$ cat config.mk
export PLATFORM = sky130hd
export DESIGN_NAME = ioblock_cfg_ctrl
export DESIGN_NICKNAME = d
export VERILOG_FILES = /design/src/rtl/ioblock_cfg_ctrl.sv
export SDC_FILE = /design/constraint.sdc
export NUM_CORES = 1
export LEC_CHECK = 0
export BUFFER_PORTS_ARGS = -buffer_cell sky130_fd_sc_hd__buf_2
export CAP_MARGIN = 0
export CORE_MARGIN = 10
export CORE_UTILIZATION = 60
export DETAILED_ROUTE_END_ITERATION = 10
export GPL_TIMING_DRIVEN = 0
export PLACE_DENSITY = 0.85
export RECOVER_POWER = 100
export SYNTH_ARGS = -nofsm -noshare
export SYNTH_HDL_FRONTEND = slang
export SYNTH_SLANG_ARGS = --single-unit
$ cat constraint.sdc
create_clock -name IOCLK -period 5.4 [get_ports IOCLK]
set_input_delay 0.81 -clock IOCLK [delete_from_list [all_inputs] [get_ports IOCLK]]
set_output_delay 0.81 -clock IOCLK [all_outputs]
set_load 0.05 [all_outputs]
$ cat src/rtl/ioblock_cfg_ctrl.sv
// Shadow configuration store and serial loader for the IO block TSMUX/DORREG chain.
// Define IOB_CFG_READBACK_EN to capture the previous chain contents from SDI into a readable array.
module ioblock_cfg_ctrl #(
  parameter int NUM_IOB = 8,
  parameter int ADDR_W  = 3
) (
  input  logic              IOCLK,
  input  logic              RST,
  input  logic              WR_EN,
  input  logic [ADDR_W-1:0] WR_ADDR,
  input  logic [2:0]        WR_DATA,
  input  logic              START,
`ifdef IOB_CFG_READBACK_EN
  input  logic              SDI,
  input  logic [ADDR_W-1:0] RD_ADDR,
  output logic [2:0]        RD_DATA,
`endif
  output logic              BUSY,
  output logic              SEN,
  output logic              SDO,
  output logic              UPDATE,
  output logic              DONE,
  output logic              WR_ERR
);

  localparam int N  = 3 * NUM_IOB;
  localparam int CW = $clog2(N + 1);
  localparam logic [ADDR_W-1:0] LAST_ADDR = ADDR_W'(NUM_IOB - 1);
  localparam logic [ADDR_W:0]   NUM_W     = (ADDR_W + 1)'(NUM_IOB);
  localparam logic [CW-1:0]     N_CNT     = CW'(N);

  typedef enum logic [1:0] {
    IDLE  = 2'd0,
    SHIFT = 2'd1,
    UPD   = 2'd2,
    FIN   = 2'd3
  } state_t;

  state_t            state_r, state_s;
  logic [CW-1:0]     cnt_r, cnt_s;
  logic [ADDR_W-1:0] addr_r, addr_s;
  logic [1:0]        bit_r, bit_s;
  logic              busy_r, busy_s;
  logic              sen_r, sen_s;
  logic              sdo_r, sdo_s;
  logic              upd_r, upd_s;
  logic              done_r, done_s;
  logic              err_r, err_s;
  logic [2:0]        shadow_r [NUM_IOB];
  logic              addr_ok_s, wr_ok_s, start_ok_s;
  logic [2:0]        head_word_s;

  assign addr_ok_s  = ({1'b0, WR_ADDR} < NUM_W);
  assign wr_ok_s    = WR_EN && (state_r == IDLE) && addr_ok_s;
  assign start_ok_s = START && (state_r == IDLE);
  // A write landing in the START cycle must already be visible in the first shifted bit.
  assign head_word_s = (wr_ok_s && (WR_ADDR == LAST_ADDR)) ? WR_DATA : shadow_r[LAST_ADDR];

  // Next-state and registered-output computation for the load sequencer.
  always_comb begin
    state_s = state_r;
    cnt_s   = cnt_r;
    addr_s  = addr_r;
    bit_s   = bit_r;
    busy_s  = busy_r;
    sen_s   = 1'b0;
    sdo_s   = 1'b0;
    upd_s   = 1'b0;
    done_s  = 1'b0;
    err_s   = err_r;
    case (state_r)
      IDLE: begin
        if (start_ok_s) begin
          state_s = SHIFT;
          busy_s  = 1'b1;
          sen_s   = 1'b1;
          sdo_s   = head_word_s[2];
          cnt_s   = CW'(1);
          addr_s  = LAST_ADDR;
          bit_s   = 2'd1;
        end else begin
          busy_s  = 1'b0;
        end
      end
      SHIFT: begin
        if (cnt_r == N_CNT) begin
          state_s = UPD;
          upd_s   = 1'b1;
        end else begin
          sen_s = 1'b1;
          sdo_s = shadow_r[addr_r][bit_r];
          cnt_s = cnt_r + CW'(1);
          if (bit_r == 2'd0) begin
            bit_s  = 2'd2;
            addr_s = (addr_r != {ADDR_W{1'b0}}) ? addr_r - ADDR_W'(1) : addr_r;
          end else begin
            bit_s  = bit_r - 2'd1;
          end
        end
      end
      UPD: begin
        state_s = FIN;
        done_s  = 1'b1;
      end
      FIN: begin
        state_s = IDLE;
        busy_s  = 1'b0;
      end
      default: begin
        state_s = IDLE;
        busy_s  = 1'b0;
      end
    endcase
    if (WR_EN && !wr_ok_s) begin
      err_s = 1'b1;
    end else if (start_ok_s) begin
      err_s = 1'b0;
    end else begin
      err_s = err_r;
    end
  end

  // Sequencer state and output registers.
  always_ff @(posedge IOCLK) begin
    if (RST) begin
      state_r <= IDLE;
      cnt_r   <= {CW{1'b0}};
      addr_r  <= {ADDR_W{1'b0}};
      bit_r   <= 2'd0;
      busy_r  <= 1'b0;
      sen_r   <= 1'b0;
      sdo_r   <= 1'b0;
      upd_r   <= 1'b0;
      done_r  <= 1'b0;
      err_r   <= 1'b0;
    end else begin
      state_r <= state_s;
      cnt_r   <= cnt_s;
      addr_r  <= addr_s;
      bit_r   <= bit_s;
      busy_r  <= busy_s;
      sen_r   <= sen_s;
      sdo_r   <= sdo_s;
      upd_r   <= upd_s;
      done_r  <= done_s;
      err_r   <= err_s;
    end
  end

  // Shadow configuration words.
  always_ff @(posedge IOCLK) begin
    if (RST) begin
      for (int i = 0; i < NUM_IOB; i++) shadow_r[i] <= 3'b000;
    end else if (wr_ok_s) begin
      shadow_r[WR_ADDR] <= WR_DATA;
    end
  end

`ifdef IOB_CFG_READBACK_EN
  logic [2:0]        rb_r [NUM_IOB];
  logic [ADDR_W-1:0] rb_addr_r;
  logic [1:0]        rb_bit_r;

  // Capture the chain tail on every shift cycle, in the same word/bit order as the outgoing data.
  always_ff @(posedge IOCLK) begin
    if (RST) begin
      for (int i = 0; i < NUM_IOB; i++) rb_r[i] <= 3'b000;
      rb_addr_r <= {ADDR_W{1'b0}};
      rb_bit_r  <= 2'd0;
    end else if (start_ok_s) begin
      rb_addr_r <= LAST_ADDR;
      rb_bit_r  <= 2'd2;
    end else if (sen_r) begin
      rb_r[rb_addr_r][rb_bit_r] <= SDI;
      if (rb_bit_r == 2'd0) begin
        rb_bit_r  <= 2'd2;
        rb_addr_r <= (rb_addr_r != {ADDR_W{1'b0}}) ? rb_addr_r - ADDR_W'(1) : rb_addr_r;
      end else begin
        rb_bit_r  <= rb_bit_r - 2'd1;
      end
    end
  end

  assign RD_DATA = ({1'b0, RD_ADDR} < NUM_W) ? rb_r[RD_ADDR] : 3'b000;
`endif

  assign BUSY   = busy_r;
  assign SEN    = sen_r;
  assign SDO    = sdo_r;
  assign UPDATE = upd_r;
  assign DONE   = done_r;
  assign WR_ERR = err_r;

endmodule
==> run_results.csv, run 1 <==
group,metric,value,unit
worst_setup_path,slowest_stage,"or3_1",
timing,setup_viol_count_final,0,
die,boundaryPins,16,
worst_setup_path,start_kind,"flop",
route,drt_iter0_markers,89,
pwr,power_density,441.0,nW/um^2
final_layout,fin_cells,261,
global_routing,grtUsageTotal,14.05,%
clock_network,cts_tree,"yes",
timing,fmax,478.7,MHz
min_path,min_from,"BUSY",
clock_network,cts_setup_buffers,0,
route,wl,4.141,mm
worst_setup_path,r2r-start,"state_r[0]",
timing,slew_viol_final,0,
timing,hold_ws,0.5063,ns
clock_network,clock_path_buffers,2,
timing,period_needed,2.089,ns
yosys,synth.yosys.seq_area_share,51.79,%
pwr,p_leak,0.9293,nW
timing,finClkSkew,0.006710,ns
final_layout,finalNetCount,235,
timing,rsz0062_at_grt,"no",
timing,fin_setup_tns,0,ns
final_layout,final_util,69.87,%
final_layout,final_area,2405,um^2
final_layout,drive_gt1_share,8.837,%
place,placedInstanceArea,2331,um^2
timing,maxSlewHeadroom,59.60,%
worst_setup_path,cp.arrival,2.08,ns
worst_setup_path,cp_cell_sequence,"inv_1 > ha_1 > nand2_1 > or3_1 > nor3_1 > or2_0",
route,drt_first_pass_iters,4,
pwr,peakVddDrop,0.0001965,V
yosys,synthArstFlopShare,0,%
worst_setup_path,path_buf_inv,1,
yosys,syn_area_per_cell,11.42,um^2
yosys,synth_cell_types,41,
yosys,synth_top_cell_area_share,32.71,%
final_layout,areaGrowthSynthToFinish,9.143,%
clock_network,cts_sinks,45,
die,rows,21,
yosys,synth_common_cells,"and2_1, edfxtp_1, dfxtp_1, nor2_1, ha_1",
route,vias,1471,
yosys,synth-seq-cells,45,
die,core_area,3442,um^2
clock_network,cts_hold_buffers,0,
final_layout,multi_input_area,998.5,um^2
yosys,synth_warnings,0,
status,status,"finished clean",
clock_network,cts_resized,0,
yosys,synth_top_area_cell,"edfxtp_1",
worst_setup_path,cp-startpoint,"state_r[0]",
yosys,ys_top_cells_by_area,"edfxtp_1, dfxtp_1, and2_1",
die,initial_core_util,64.01,%
global_routing,antenna_found_initial,0,
flow_run,cap_viol_max_count,0,
worst_setup_path,path_max_fanout,5,
route,vias_per_cell,5.636,
global_routing,grt_pass1_wl,7.148,mm
clock_network,htreeDepth,2,
die,die_x,80.60,um
final_layout,regArea,1141,um^2
worst_setup_path,worstPathRequired,5.39,ns
worst_setup_path,path_class,"flop to flop",
worst_setup_path,max_stage_delay,0.39,ns
final_layout,layout.filler_cells,253,
place,port_buffers,14,
yosys,synth_edf_count,24,
clock_network,clk_latency,0.29,ns
place,dp_hpwl,3.190,mm
clock_network,cts_root_buffer,"clkbuf_8",
global_routing,grt_max_degree,14,
clock_network,clk_pin_slew,0.07,ns
die,dieArea,6496,um^2
route,routedWlPerCell,15.87,um
yosys,syn_area,2203,um^2
global_routing,overflow,0,
global_routing,grt_pass1_vias,1620,
place,gp_congestion,0.8422,
yosys,synthesis.nets,214,
min_path,hold_path_class,"flop to flop",
route,post-route-drc-count,0,
worst_setup_path,endpoint_kind,"flop",
yosys,syn_inst,193,
place,placed_cells,253,
die,dieHeight,80.60,um
yosys,synth_most_common_cell,"and2_1",
worst_setup_path,cpLargestDelayFamily,"simple AND/OR/NAND/NOR gates",
timing,period_share,38.69,%
final_layout,antenna_cells,0,
yosys,synth_ff_type,"edfxtp_1",
timing,hold_viol_final,0,
route,final_antenna_net_count,0,
timing,worst_pin_slew,0.6086,ns
clock_network,cts_buffers,5,
-- worst reg2reg max path: stages, from the launching register on --
cell and delay (ns):
dfxtp_1 0.35, inv_1 0.12, ha_1 0.24, nand2_1 0.14, or3_1 0.39, nor3_1 0.27, or2_0 0.26
-- per-layer routing --
metal / vias up / global-route usage (%) / wire, um
li1: 732 / - / -
met1: 710 / 13.99 / 1621
met2: 25 / 26.19 / 2253
met3: 4 / 4.677 / 223
met4: 0 / 5.106 / 43
met5: - / 0 / 0
-- per-stage QoR --
step	total power [mW]	worst slack, ns
finish	1.060	3.311
floorplan	0.7836	3.344
detailed placement	0.8834	3.060
global placement	0.8524	3.120
global route	1.132	3.098
CTS	1.074	3.354
-- cells in the final DEF (no fill, tap or decap), types with 2 or more instances in the layout --
cell type and instances:
o21ai_0 2, nand3_1 2, clkinv_1 2, nor3_1 8, mux2i_1 3, nor4_1 2, or3_1 3, nand2_1 7
a211oi_1 3, ha_1 11, and2_0 22, nor2_1 18, or2_0 7, dfxtp_1 21, mux4_1 5, xor2_1 3
edfxtp_1 24, buf_2 8, nor2b_1 3, a21oi_1 8, clkbuf_1 9, and2_1 3, mux2_1 2, inv_1 10
nand2b_1 5, clkbuf_8 5
-- registers in the layout (all words and copies together) (netlist names), named ones only --
name      flops
shadow_r     24
cnt_r         5
addr_r        3
bit_r         2
state_r       2
BUSY          1
DONE          1
SDO           1
SEN           1
UPDATE        1
WR_ERR        1
-- cell families after synthesis --
kind of cell               after synthesis  synth area share (%)
and+or+nand+nor                         86                 21.75
DFF                                     45                 51.79
AOI/OAI and AO/OA                       22                 6.758
buffers and inverters                   15                 2.896
muxes                                   11                 9.370
adders and majority gates               11                 6.246
xor gates and xnor gates                 3                 1.193
-- final timing paths --
path / endpoint / slack (ns) / depth (start not counted)
worst max-delay path: shadow_r[1][1] / 3.31 / 6
worst min-delay path: BUSY / 0.51 / 2
worst max register to register: shadow_r[1][1] / 3.31 / 6
worst min register to register: BUSY / 0.51 / 2
-- power breakdown --
group	switching, mW	internal (mW)
Sequential	0.0448	0.423
Clock	0.101	0.0866
Combinational	0.246	0.158
Total	0.392	0.668
-- layout make-up --
class                   count  share of cell area [%]
clock inverters             3                  0.5203
well taps                  46                   2.393
repair buffers             14                   2.601
plain buffers               4                  0.9365
inverters                  11                   1.717
multi-input cells         133                   41.52
flip-flops and latches     45                   47.45
clock buffers               5                   2.862
No activity file was read; power rests on OpenSTA's default activity.
==> run 2: changes to the inputs <==
--- a/config.mk
+++ b/config.mk
@@ -8,10 +8,10 @@
 export BUFFER_PORTS_ARGS = -buffer_cell sky130_fd_sc_hd__buf_2
 export CAP_MARGIN = 0
 export CORE_MARGIN = 10
-export CORE_UTILIZATION = 60
+export CORE_UTILIZATION = 59
 export DETAILED_ROUTE_END_ITERATION = 10
 export GPL_TIMING_DRIVEN = 0
-export PLACE_DENSITY = 0.85
+export PLACE_DENSITY = 0.84
 export RECOVER_POWER = 100
 export SYNTH_ARGS = -nofsm -noshare
 export SYNTH_HDL_FRONTEND = slang
==> constraint.sdc (replaced) <==
create_clock -name IOCLK -period 2 [get_ports IOCLK]
set_input_delay 0.3 -clock IOCLK [delete_from_list [all_inputs] [get_ports IOCLK]]
set_output_delay 0.3 -clock IOCLK [all_outputs]
set_load 0.05 [all_outputs]
==> run 2 against run 1 <==
Non-clock buffer count unchanged. First-iteration DRC count rose by 2.2%. Sequential power grew to 2.7 times the previous value. Clock power grew to 3.8 times the previous value. Global-route usage about the same. Critical path type unchanged. Clock skew fell by 0.0013 ns. Count of clock-buffer cells in the layout stayed put.
==> run_results.csv, run 2 (synthesis gave the netlist of run 1 again) <==
group,metric,value,unit
status,status,"finished clean",
timing,hold_viol_final,0,
min_path,hold_path_class,"input port to flop",
final_layout,finalNetCount,235,
timing,hold_ws,0.2958,ns
timing,period_needed,1.944,ns
clock_network,cts_sinks,45,
global_routing,grt_pass1_vias,1565,
die,initial_core_util,60.64,%
final_layout,layout_common_cells,"and2_1, edfxtp_1, dfxtp_1, nor2_1, buf_2",
pwr,power_density,1238,nW/um^2
worst_setup_path,path_max_fanout,5,
clock_network,cts_tree,"yes",
final_layout,final_common_cell,"and2_1",
die,die_x,81.11,um
final_layout,final_util,68.46,%
final_layout,layout.filler_cells,275,
clock_network,clk_latency,0.31,ns
final_layout,largestRegisters,"shadow_r: 24 flops, cnt_r: 5 flops, addr_r: 3 flops",
global_routing,overflow,0,
timing,period_share,97.20,%
clock_network,clk_pin_slew,0.09,ns
pwr,peakVddDrop,0.0006741,V
clock_network,clock_path_buffers,2,
timing,finClkSkew,0.005410,ns
global_routing,grt_pass1_wl,7.086,mm
place,placed_cells,255,
place,place_ws,-0.001921,ns
place,dp_hpwl,2.901,mm
clock_network,cts_buffers,5,
route,vias,1447,
die,rows,22,
flow_run,cap_viol_max_count,0,
global_routing,antenna_found_initial,0,
route,vias_per_cell,5.502,
route,post-route-drc-count,0,
final_layout,largest_reg_flops,24,
place,port_buffers,14,
final_layout,final_area,2487,um^2
worst_setup_path,worstPathRequired,2.03,ns
global_routing,grtUsageTotal,14.05,%
final_layout,antenna_cells,0,
route,routedWlPerCell,15.38,um
worst_setup_path,start_kind,"flop",
clock_network,cts_setup_buffers,0,
final_layout,drive_gt1_share,16.74,%
global_routing,grt_max_degree,17,
worst_setup_path,path_class,"flop to flop",
pwr,power.total,3.078,mW
die,dieArea,6579,um^2
place,placedInstanceArea,2333,um^2
pwr,p_leak,1.012,nW
timing,fmax,514.4,MHz
final_layout,fin_cells,263,
die,core_area,3633,um^2
timing,fin_setup_tns,0,ns
timing,slew_viol_final,0,
timing,maxSlewHeadroom,66.77,%
timing,setup_viol_count_final,0,
route,drt_first_pass_iters,4,
final_layout,areaGrowthSynthToFinish,12.89,%
die,boundaryPins,16,
timing,rsz0062_at_grt,"yes",
die,dieHeight,81.11,um
worst_setup_path,cp.arrival,1.97,ns
route,wl,4.044,mm
min_path,hold_depth,3,
timing,worst_pin_slew,0.4984,ns
final_layout,regMostFlops,"shadow_r",
route,final_antenna_net_count,0,
place,gp_congestion,0.7732,
clock_network,htreeDepth,2,
clock_network,cts_root_buffer,"clkbuf_8",
route,drt_iter0_markers,91,
worst_setup_path,endpoint_kind,"flop",
timing,fin_ws,0.05606,ns
worst_setup_path,reg2reg_depth,6,
-- run 2: cell types whose count changed in the layout (fill, tap and decap cells not counted), sizes merged --
cell | before | now
buf | 9 | 15
clkbuf | 14 | 8
clkinvlp | 1 | 0
inv | 11 | 13
clkinv | 2 | 0
bufinv | 0 | 1
-- run 2: power breakdown --
| group | internal [mW] | switching (mW) |
|---|---|---|
| clock | 0.381 | 0.335 |
| sequential | 1.14 | 0.115 |
| combinational | 0.455 | 0.651 |
-- run 2: layout make-up --
class | count | area (um^2) | share of cell area [%]
Clock inverter | 3 | 47.55 | 1.911
Tap cell | 48 | 60.06 | 2.414
Multi-Input combinational cell | 133 | 1036 | 41.65
Timing Repair Buffer | 14 | 70.07 | 2.817
Buffer | 4 | 22.52 | 0.9054
Clock buffer | 5 | 68.82 | 2.767
Inverter | 11 | 41.29 | 1.660
Sequential cell | 45 | 1141 | 45.87
-- run 2: final timing paths --
check,slack (ns),from,endpoint
hold / removal,0.30,WR_EN,WR_ERR
hold reg to reg,0.49,BUSY,BUSY
setup / recovery,0.06,state_r[0],shadow_r[3][0]
setup reg to reg,0.06,state_r[0],shadow_r[3][0]
-- run 2: repair_timing --
action,in CTS,in global routing
resized for setup,1,8
endpoints found under the setup margin,3,21
hold buffers,0,0
-- run 2: metal layers --
metal	GRT usage (%)	share of wire, %	vias up
met2	23.49	51	29
met4	7.439	2.3	0
li1	-	-	731
met5	0	0	-
met3	4.525	5.3	9
met1	15.66	42	678
-- run 2: worst max-delay path: stages, from the launching register on --
cell and delay [ns]:
dfxtp_1 0.35, inv_1 0.11, ha_2 0.23, nand2_1 0.11
or3_1 0.42, nor2_1 0.25, or2_1 0.19
